--- config.mk ---
export PLATFORM = sky130hd
export DESIGN_NAME = mem_stage_lsu
export DESIGN_NICKNAME = d
export VERILOG_FILES = /design/src/rtl/mem_stage_lsu.sv
export SDC_FILE = /design/constraint.sdc
export NUM_CORES = 1
export LEC_CHECK = 0
export CAP_MARGIN = 10
export CORE_MARGIN = 1.5
export CORE_UTILIZATION = 46
export DETAILED_ROUTE_END_ITERATION = 16
export PLACE_DENSITY_LB_ADDON = 0.15
export SYNTH_ARGS = -nofsm -noshare
export SYNTH_HDL_FRONTEND = slang
export SYNTH_SLANG_ARGS = --single-unit
--- constraint.sdc ---
create_clock -name clk -period 1.9 [get_ports clk]
set_input_delay 0.57 -clock clk [delete_from_list [all_inputs] [get_ports clk]]
set_output_delay 0.57 -clock clk [all_outputs]
set_load 0.1 [all_outputs]
--- src/rtl/mem_stage_lsu.sv ---
// Memory stage of the RV64IMFD pipeline: issues loads/stores over a variable-latency
// data port, aligns byte lanes, extracts/extends load data and raises precise traps.
module mem_stage_lsu #(
  parameter int unsigned XLEN        = 64,
  parameter int unsigned ADDR_W      = 48,
  parameter int unsigned TIMEOUT_CYC = 255
) (
  input  logic                clk,
  input  logic                n_reset,
  input  logic                valid_ex,
  output logic                ready_ex,
  input  logic                flush_mem,
  input  logic [4:0]          mem_op_ex,
  input  logic [ADDR_W-1:0]   mem_addr_ex,
  input  logic [XLEN-1:0]     op_ex,
  input  logic [4:0]          rd_ex,
  input  logic                we_rd_ex,
  input  logic                reg_type_ex,
  output logic                mem_req,
  output logic                mem_we,
  output logic [ADDR_W-1:0]   mem_addr,
  output logic [XLEN/8-1:0]   mem_be,
  output logic [XLEN-1:0]     mem_wdata,
  input  logic                mem_ack,
  input  logic [XLEN-1:0]     mem_rdata,
  output logic                valid_mem,
  output logic [XLEN-1:0]     op_mem,
  output logic [4:0]          rd_mem,
  output logic                we_rd_mem,
  output logic                reg_type_mem,
  output logic                trap_mem,
  output logic [3:0]          trap_cause_mem
);

  localparam int unsigned BE_W  = XLEN / 8;
  localparam int unsigned OFF_W = $clog2(BE_W);
  localparam int unsigned CNT_W = (TIMEOUT_CYC > 1) ? $clog2(TIMEOUT_CYC) : 1;
  localparam logic [CNT_W-1:0] CntLast = CNT_W'((TIMEOUT_CYC > 0) ? TIMEOUT_CYC - 1 : 0);

  typedef enum logic [0:0] {StIdle, StBusy} state_e;

  typedef struct packed {
    logic              store;
    logic              uns;
    logic [1:0]        size;
    logic [OFF_W-1:0]  off;
    logic              flt;
    logic [4:0]        rd;
    logic              we;
    logic [XLEN-1:0]   op;
    logic [ADDR_W-1:0] addr;
    logic [BE_W-1:0]   be;
    logic [XLEN-1:0]   wdata;
  } req_t;

  typedef struct packed {
    logic            valid;
    logic [XLEN-1:0] op;
    logic [4:0]      rd;
    logic            we;
    logic            rt;
    logic            trap;
    logic [3:0]      cause;
  } res_t;

  state_e           state_q, state_d;
  logic [CNT_W-1:0] cnt_q, cnt_d;
  logic             flushed_q, flushed_d;
  req_t             req_q, req_d;
  res_t             res_q, res_d;

  // Request decode from the EX inputs
  logic [OFF_W-1:0] off_ex;
  logic [OFF_W-1:0] size_mask_ex;
  logic [BE_W-1:0]  be_base_ex;
  logic             misaligned_ex;

  always_comb begin
    off_ex = mem_addr_ex[OFF_W-1:0];
    unique case (mem_op_ex[1:0])
      2'd0:    size_mask_ex = '0;
      2'd1:    size_mask_ex = OFF_W'(1);
      2'd2:    size_mask_ex = OFF_W'(3);
      default: size_mask_ex = OFF_W'(7);
    endcase
    misaligned_ex = |(off_ex & size_mask_ex);
    for (int i = 0; i < BE_W; i++) begin
      be_base_ex[i] = (i < (1 << int'(mem_op_ex[1:0])));
    end
  end

  // Load data extraction from the latched request
  logic [XLEN-1:0] ld_shift;
  logic [XLEN-1:0] ld_mask;
  logic [XLEN-1:0] nan_box;
  logic            ld_sign;
  logic [XLEN-1:0] ld_val;

  always_comb begin
    ld_shift = mem_rdata >> {req_q.off, 3'b000};
    for (int i = 0; i < XLEN; i++) begin
      ld_mask[i] = (i < (8 << int'(req_q.size)));
      nan_box[i] = (i >= 32);
    end
    unique case (req_q.size)
      2'd0:    ld_sign = ld_shift[7];
      2'd1:    ld_sign = ld_shift[15];
      2'd2:    ld_sign = ld_shift[31];
      default: ld_sign = ld_shift[XLEN-1];
    endcase
    ld_val = ld_shift & ld_mask;
    if (!req_q.uns && ld_sign) ld_val = ld_val | ~ld_mask;
    // Single-precision values in a 64-bit register are NaN-boxed
    if (req_q.flt && (req_q.size == 2'd2)) ld_val = ld_val | nan_box;
  end

  always_comb begin
    state_d   = state_q;
    cnt_d     = cnt_q;
    flushed_d = flushed_q;
    req_d     = req_q;
    res_d     = '0;

    unique case (state_q)
      StIdle: begin
        if (valid_ex && !flush_mem) begin
          res_d.rd = rd_ex;
          res_d.rt = reg_type_ex;
          res_d.op = op_ex;
          if (!mem_op_ex[4]) begin
            res_d.valid = 1'b1;
            res_d.we    = we_rd_ex;
          end else if ((XLEN == 32) && (mem_op_ex[1:0] == 2'd3)) begin
            res_d.valid = 1'b1;
            res_d.trap  = 1'b1;
            res_d.cause = 4'd2;
          end else if (misaligned_ex) begin
            res_d.valid = 1'b1;
            res_d.trap  = 1'b1;
            res_d.cause = mem_op_ex[3] ? 4'd6 : 4'd4;
          end else begin
            req_d.store = mem_op_ex[3];
            req_d.uns   = mem_op_ex[2];
            req_d.size  = mem_op_ex[1:0];
            req_d.off   = off_ex;
            req_d.flt   = reg_type_ex;
            req_d.rd    = rd_ex;
            req_d.we    = we_rd_ex;
            req_d.op    = op_ex;
            req_d.addr  = {mem_addr_ex[ADDR_W-1:OFF_W], {OFF_W{1'b0}}};
            req_d.be    = be_base_ex << off_ex;
            req_d.wdata = op_ex << {off_ex, 3'b000};
            cnt_d       = '0;
            flushed_d   = 1'b0;
            state_d     = StBusy;
          end
        end
      end
      StBusy: begin
        // A flush cannot abandon the bus cycle, only its result
        flushed_d = flushed_q | flush_mem;
        res_d.rd  = req_q.rd;
        res_d.rt  = req_q.flt;
        res_d.op  = req_q.op;
        if (mem_ack) begin
          state_d     = StIdle;
          res_d.valid = !flushed_d;
          if (!req_q.store) begin
            res_d.op = ld_val;
            res_d.we = req_q.we;
          end
        end else if ((TIMEOUT_CYC != 0) && (cnt_q == CntLast)) begin
          state_d     = StIdle;
          res_d.valid = !flushed_d;
          res_d.trap  = !flushed_d;
          res_d.cause = req_q.store ? 4'd7 : 4'd5;
        end else begin
          cnt_d = cnt_q + CNT_W'(1);
        end
        if (!res_d.valid) res_d = '0;
      end
      default: state_d = StIdle;
    endcase
  end

  always_ff @(posedge clk or negedge n_reset) begin
    if (!n_reset) begin
      state_q   <= StIdle;
      cnt_q     <= '0;
      flushed_q <= 1'b0;
      req_q     <= '0;
      res_q     <= '0;
    end else begin
      state_q   <= state_d;
      cnt_q     <= cnt_d;
      flushed_q <= flushed_d;
      req_q     <= req_d;
      res_q     <= res_d;
    end
  end

  logic busy;
  assign busy = (state_q == StBusy);

  assign ready_ex       = !busy;
  assign mem_req        = busy;
  assign mem_we         = busy & req_q.store;
  assign mem_addr       = busy ? req_q.addr : '0;
  assign mem_be         = busy ? req_q.be : '0;
  assign mem_wdata      = busy ? req_q.wdata : '0;
  assign valid_mem      = res_q.valid & ~flush_mem;
  assign trap_mem       = res_q.trap & ~flush_mem;
  assign op_mem         = res_q.op;
  assign rd_mem         = res_q.rd;
  assign we_rd_mem      = res_q.we;
  assign reg_type_mem   = res_q.rt;
  assign trap_cause_mem = res_q.cause;

endmodule

==> key figures <==
Outcome
  • Status: finished, violations left
  • Failing checks: negative setup slack

Routing
  • Number of routed nets with antenna violations: 0
  • DRT iter0 DRCs: 1,621
  • Routed wire length: roughly 70,000 um
  • Avg WL per Cell: between 20 and 30 um
  • Via density: around 6
  • DR pass1 iterations: 5
  • Residual DRC count: 0
  • Via count: 16,800

Logic synthesis
  • Top FF cell, synth: dfrtp_1
  • Seq/Total Area, Yosys: 43.6%
  • Avg Cell Area, Syn: between 9 and 10 um2
  • Syn Inst Count: 1,778
  • Seq cells post-synth: around 280
  • Yosys cell types: 64
  • Yosys warnings: 0
  • Ys async rst share: 100%
  • Post-synth EDFFs: 0
  • Post-Syn Area: 16,100 um2

Critical path
  • CP max-delay cell: dfrtp_4
  • Crit path launch type: flop
  • Crit path max-delay family: flip-flops
  • Setup Crit Path Kind: reg -> out
  • Worst path required time: 1330 ps
  • Worst Setup End Kind: output pin
  • Arr. time, crit path: about 1800 ps
  • CP bufs+invs: 3
  • CP cell instances: buf_12, clkbuf_16, and2_4, buf_12
  • CP most frequent cell: buf_12
  • Delay of the slowest critical-path stage: between 500 and 600 ps
  • CP Max Fanout: 9

Pwr
  • Leakage: around 0.013 uW
  • Switching Share: 35.4%
  • Pwr Density: roughly 860 nW/um2
  • Comb power frac: 38.8%
  • Net switching power: approximately 8400 uW
  • Part of the power in registers: 32.6%
  • IR drop worst, VDD: about 0.81 mV
  • Int Power: roughly 15,000 uW
  • Clock Power Share: 28.6%

Clocking
  • Later-pin clock latency in the skew report: between 500 and 600 ps
  • Clock sink count: 281
  • CTS Root Cell: clkbuf_16
  • CTS Buffer Depth: 3
  • H-tree depth: 1
  • Clock transition at the registers of the reported paths: around 60 ps
  • CTS tree: done
  • CTS buffer count: 31

Floorplan
  • Die Wd: 190 um
  • Initial Util: 46.7%
  • IO Pins: 393
  • Die H: 190 um
  • CORE AREA: 34,500 um2
  • Cell row count: 68
  • Die Area: 36,200 um2

Timing
  • Setup Skew: around 32 ps
  • Achievable Freq: 428 MHz
  • Slew HR: 57.9%
  • RSZ-0062 raised after global routing: true
  • Fin. Hold Viols: 0
  • Worst slew pin tran: roughly 630 ps
  • Crit path time final: 2340 ps
  • Final setup fails: 399
  • Post-route clock period utilization: 123%
  • Min setup slack post-route: -435 ps
  • Max Transition Viols Final: 0

GRT
  • First-pass GRT wire length: 99,200 um
  • Vias in the first global route: 16,500
  • Largest net degree at the start of global routing: 63
  • Tot GR Track Use: between 30% and 40%
  • GRT overflow: 0
  • Initial antenna violation count: 3

Finish
  • Share of cells above drive strength 1: 39.5%
  • Core Util, Final: 80.2%
  • Final #Nets: 2,565
  • Non-Filler Instances: 2,852
  • P&R area growth vs syn: 71.8%

Placed design
  • RD Place Congestion: roughly 1
  • Post-DP HPWL: approximately 49,000 um
  • Inst Count DP: 2,720
  • I/O Buffers: 388

Min path
  • Min-delay worst type: in -> reg

Flow run
  • Max-cap violations: 0
==> power groups by stage <==
stage | combinational, uW | sequential, uW | clock, uW
after detailed placement | 8010 | 7750 | 0
after global routing | 9630 | 7820 | 7080
final | 9240 | 7760 | 6820
after global placement | 7860 | 7710 | 0
after floorplan | 4780 | 7470 | 0
after CTS | 8860 | 7670 | 6830
==> per-stage QoR <==
| step | setup WS, ps | setup TNS [ps] | area (um2) | hold WS, ps | power [uW] |
|---|---|---|---|---|---|
| finish | -435 | -102040 | 27700 | 470 | 23800 |
| global route | -455 | -115790 | 27700 | 478 | 24500 |
| CTS | -453 | -84500 | 26900 | 440 | 23400 |
| detailed placement | -781 | -150050 | 24500 | 454 | 15800 |
| global placement | -812 | -139950 | 24500 | 449 | 15600 |
| floorplan | -266 | -44760 | 16500 | 274 | 12200 |
==> cell usage in the layout, fill, tap and decap left out, types with 10 or more instances in the layout <==
master             n
nand2_1          437
dfrtp_1          278
buf_4            270
buf_12           244
clkdlybuf4s50_1  188
and2_4           116
nor2_1            92
mux2i_1           59
a21oi_1           51
clkbuf_16         46
mux2_2            42
a2bb2oi_1         32
buf_6             31
a21oi_2           29
a22o_1            29
o21a_1            26
o21ai_0           25
a211oi_1          25
mux4_2            22
nor2b_1           20
buf_16            19
a22oi_1           17
o211ai_1          17
a211o_1           16
a21o_1            13
o21ai_1           13
nand2_2           11
and2_1            10
o221ai_1          10
o31ai_2           10
==> cell usage after synthesis, types with 22 or more instances <==
| cell | instances | area share, % |
|---|---|---|
| a211oi_1 | 25 | 1.2 |
| a2bb2oi_1 | 32 | 1.7 |
| o21ai_0 | 38 | 1.2 |
| o21a_1 | 26 | 1.2 |
| a21oi_1 | 63 | 2.0 |
| clkbuf_1 | 98 | 2.3 |
| a22o_1 | 31 | 1.7 |
| mux2_2 | 45 | 3.1 |
| buf_4 | 81 | 3.8 |
| mux4_2 | 22 | 3.1 |
| nor2b_1 | 24 | 0.93 |
| dfrtp_1 | 281 | 44 |
| mux2i_1 | 67 | 4.2 |
| nand2_1 | 450 | 10 |
| o31ai_1 | 27 | 1.3 |
| and2_1 | 129 | 5.0 |
| a21oi_2 | 24 | 1.3 |
| nor2_1 | 95 | 2.2 |
==> sequential cells by signal, indices dropped and copies added, names as in the netlist <==
signal and flops:
op_mem 64, mem_req 1, reg_type_mem 1, req_q 195, res_q 2, rd_mem 5, we_rd_mem 1, cnt_q 8
trap_cause_mem 3, flushed_q 1
==> path summary, 6_finish.rpt <==
check,startpoint,endpoint,slack (ps),cells past startpoint
setup / recovery,mem_req$_DFF_PN0_,mem_wdata[19],-440,4
hold / removal,mem_addr_ex[1],req_q[192]$_DFFE_PN0P_,470,4
setup reg to reg,req_q[191]$_DFFE_PN0P_,op_mem[32]$_DFF_PN0_,-340,10
hold reg to reg,req_q[169]$_DFFE_PN0P_,req_q[169]$_DFFE_PN0P_,470,2
max in group asynchronous,n_reset,req_q[128]$_DFFE_PN0P_,730,3
min in group asynchronous,n_reset,rd_mem[3]$_DFF_PN0_,520,2
==> worst min-delay path, cell delays in order <==
cell and delay (ps):
buf_2 130, buf_12 170, nand2_1 70, nand2_1 50
==> kinds of logic (layout without fill, tap and decap cells) <==
kind of cell               after synthesis  after routing  share of synthesized area [%]
and+or+nand+nor                        750            750                           20.8
adders and majority gates                2              2                          0.155
DFF                                    281            281                           43.6
AOI/OAI and AO/OA                      377            377                           17.1
xor gates and xnor gates                 6              6                          0.326
muxes                                  134            134                           10.4
other                                    1              6                         0.0233
buffers and inverters                  227            841                           7.66
==> layout make-up <==
cell class                 instances  area (um2)
clock inverter                    17         274
sequential                       281        7040
antenna                            2        5.00
clock buffer                      41         883
timing repair buffer             775       10100
multi-input combinational       1273        8750
fill                            2029        6860
tap                              455         569
inverter                           8        31.3
==> metal layers <==
layer	GRT usage, %	vias to the layer above	part of all wire [%]
li1	-	7247	-
met1	45.2	8246	36
met2	60.1	1086	48
met3	7.01	248	9.8
met4	19.5	2	6.7
met5	0	-	0.017
==> repair_timing <==
action,in CTS,in global routing
endpoints found under the setup margin,211,398
gates resized for setup,164,113
pin swaps,29,36
endpoints found under the hold margin,29,0
buffers inserted,34,14
cloned,16,17
hold buffers,1,0
No activity file was read; power rests on OpenSTA's default activity.
==> RTL change, RTL diff (same flow settings) <==
Reset style: synchronous (`n_reset`), changed in one clocked block.
--- a/src/rtl/mem_stage_lsu.sv
+++ b/src/rtl/mem_stage_lsu.sv
@@ -183,7 +183,7 @@
     endcase
   end
 
-  always_ff @(posedge clk or negedge n_reset) begin
+  always_ff @(posedge clk) begin
     if (!n_reset) begin
       state_q   <= StIdle;
       cnt_q     <= '0;
Function: changed (Yosys sat finds a counterexample within 4 cycles, from zero or initial values and one cycle with n_reset low; the reset may be asserted at any time).
==> RTL change against the unedited design <==
The run still ends with setup timing left; global-route usage up 6.7 points; cell count down 5.5%; synthesized area down 8.6%; fmax down 7.9%; cell area down 0.50%; sequential cell count unchanged; wire length up 18%; count of clock-buffer cells in the layout up 2; worst setup slack worse by 0.20 ns; critical path type is now reg2reg; critical endpoint is now req_q[18]; highest routed layer unchanged.
Power is not compared: it rests on default switching activity, and its combinational part moved more than twofold at a synthesized area within 25%.
==> RTL change: results (changes against the unedited design) <==
Synth area leaders = dfxtp_1 38%, a22o_1 8.7%, mux2i_1 7.5%, and2_1 5.3%, mux4_2 4.9%
Setup WS pre-CTS = -0.914 ns (-0.133 ns)
Violated checks = setup timing
Routed wire length = 84.1 mm (+18%)
Final setup viols = 395 (-1.0%)
Setup ws final = -0.636 ns (-0.200 ns)
Maximum fanout along the worst path = 5 (-4)
Metal3 WL = 11.4 mm (+64%)
Global-route met3 utilization = 0.123 (+0.0530)
Hold path cells = 1 (-3)
First-pass GRT wire length = 107 mm (+8.2%)
Final Net Count = 2465 (-3.9%)
#MultiIn Comb = 1057 (-17%)
Setup_tns = -117.81 ns (-15.77 ns)
Antenna cells = 1 (-1)
Sequential-to-total area share from yosys stat = 0.382 (-0.0545)
Initial DRC count = 2770 (+71%)
M2 GR Usage = 0.678 (+0.0773)
DRT Pass-1 Iters = 7 (+2)
Critical path destination = req_q[18]
Vias after detailed routing = 18000 (+6.8%)
Worst hold path startpoint = req_q[64]
Post-CTS sizing = 158 (-3.7%)
Vias in the first global route = 17000 (+2.8%)
Multi-input combinational cell area = 0.00913 mm2 (+4.4%)
CP Class = reg2reg
Sequential share of cell area = 0.205 (-0.0496)
Critical Path AT = 3.02 ns (+1.25 ns)
Status = finished, violations left
-- RTL change: cell count changes after synthesis, sizes merged, moves of 24 or more --
cell | before | now
a21boi | 0 | 24
a2bb2oi | 32 | 0
mux2i | 67 | 110
o31ai | 27 | 3
dfrtp | 281 | 0
o21ai | 41 | 90
dfxtp | 0 | 281
mux2 | 45 | 7
nand2 | 450 | 132
a221oi | 1 | 25
a21oi | 87 | 23
a22o | 31 | 147
-- RTL change: cells by family (layout without fill, tap and decap cells) --
| logic type | after synthesis | in the layout | synth area share |
|---|---|---|---|
| AOI/OAI and AO/OA | 476 | 477 | 0.255 |
| muxes | 149 | 149 | 0.129 |
| other | 1 | 5 | 0.000254 |
| xor gates and xnor gates | 6 | 6 | 0.00357 |
| adders and majority gates | 2 | 2 | 0.00170 |
| and+or+nand+nor | 417 | 419 | 0.143 |
| buffers and inverters | 233 | 955 | 0.0852 |
| DFF | 281 | 281 | 0.382 |
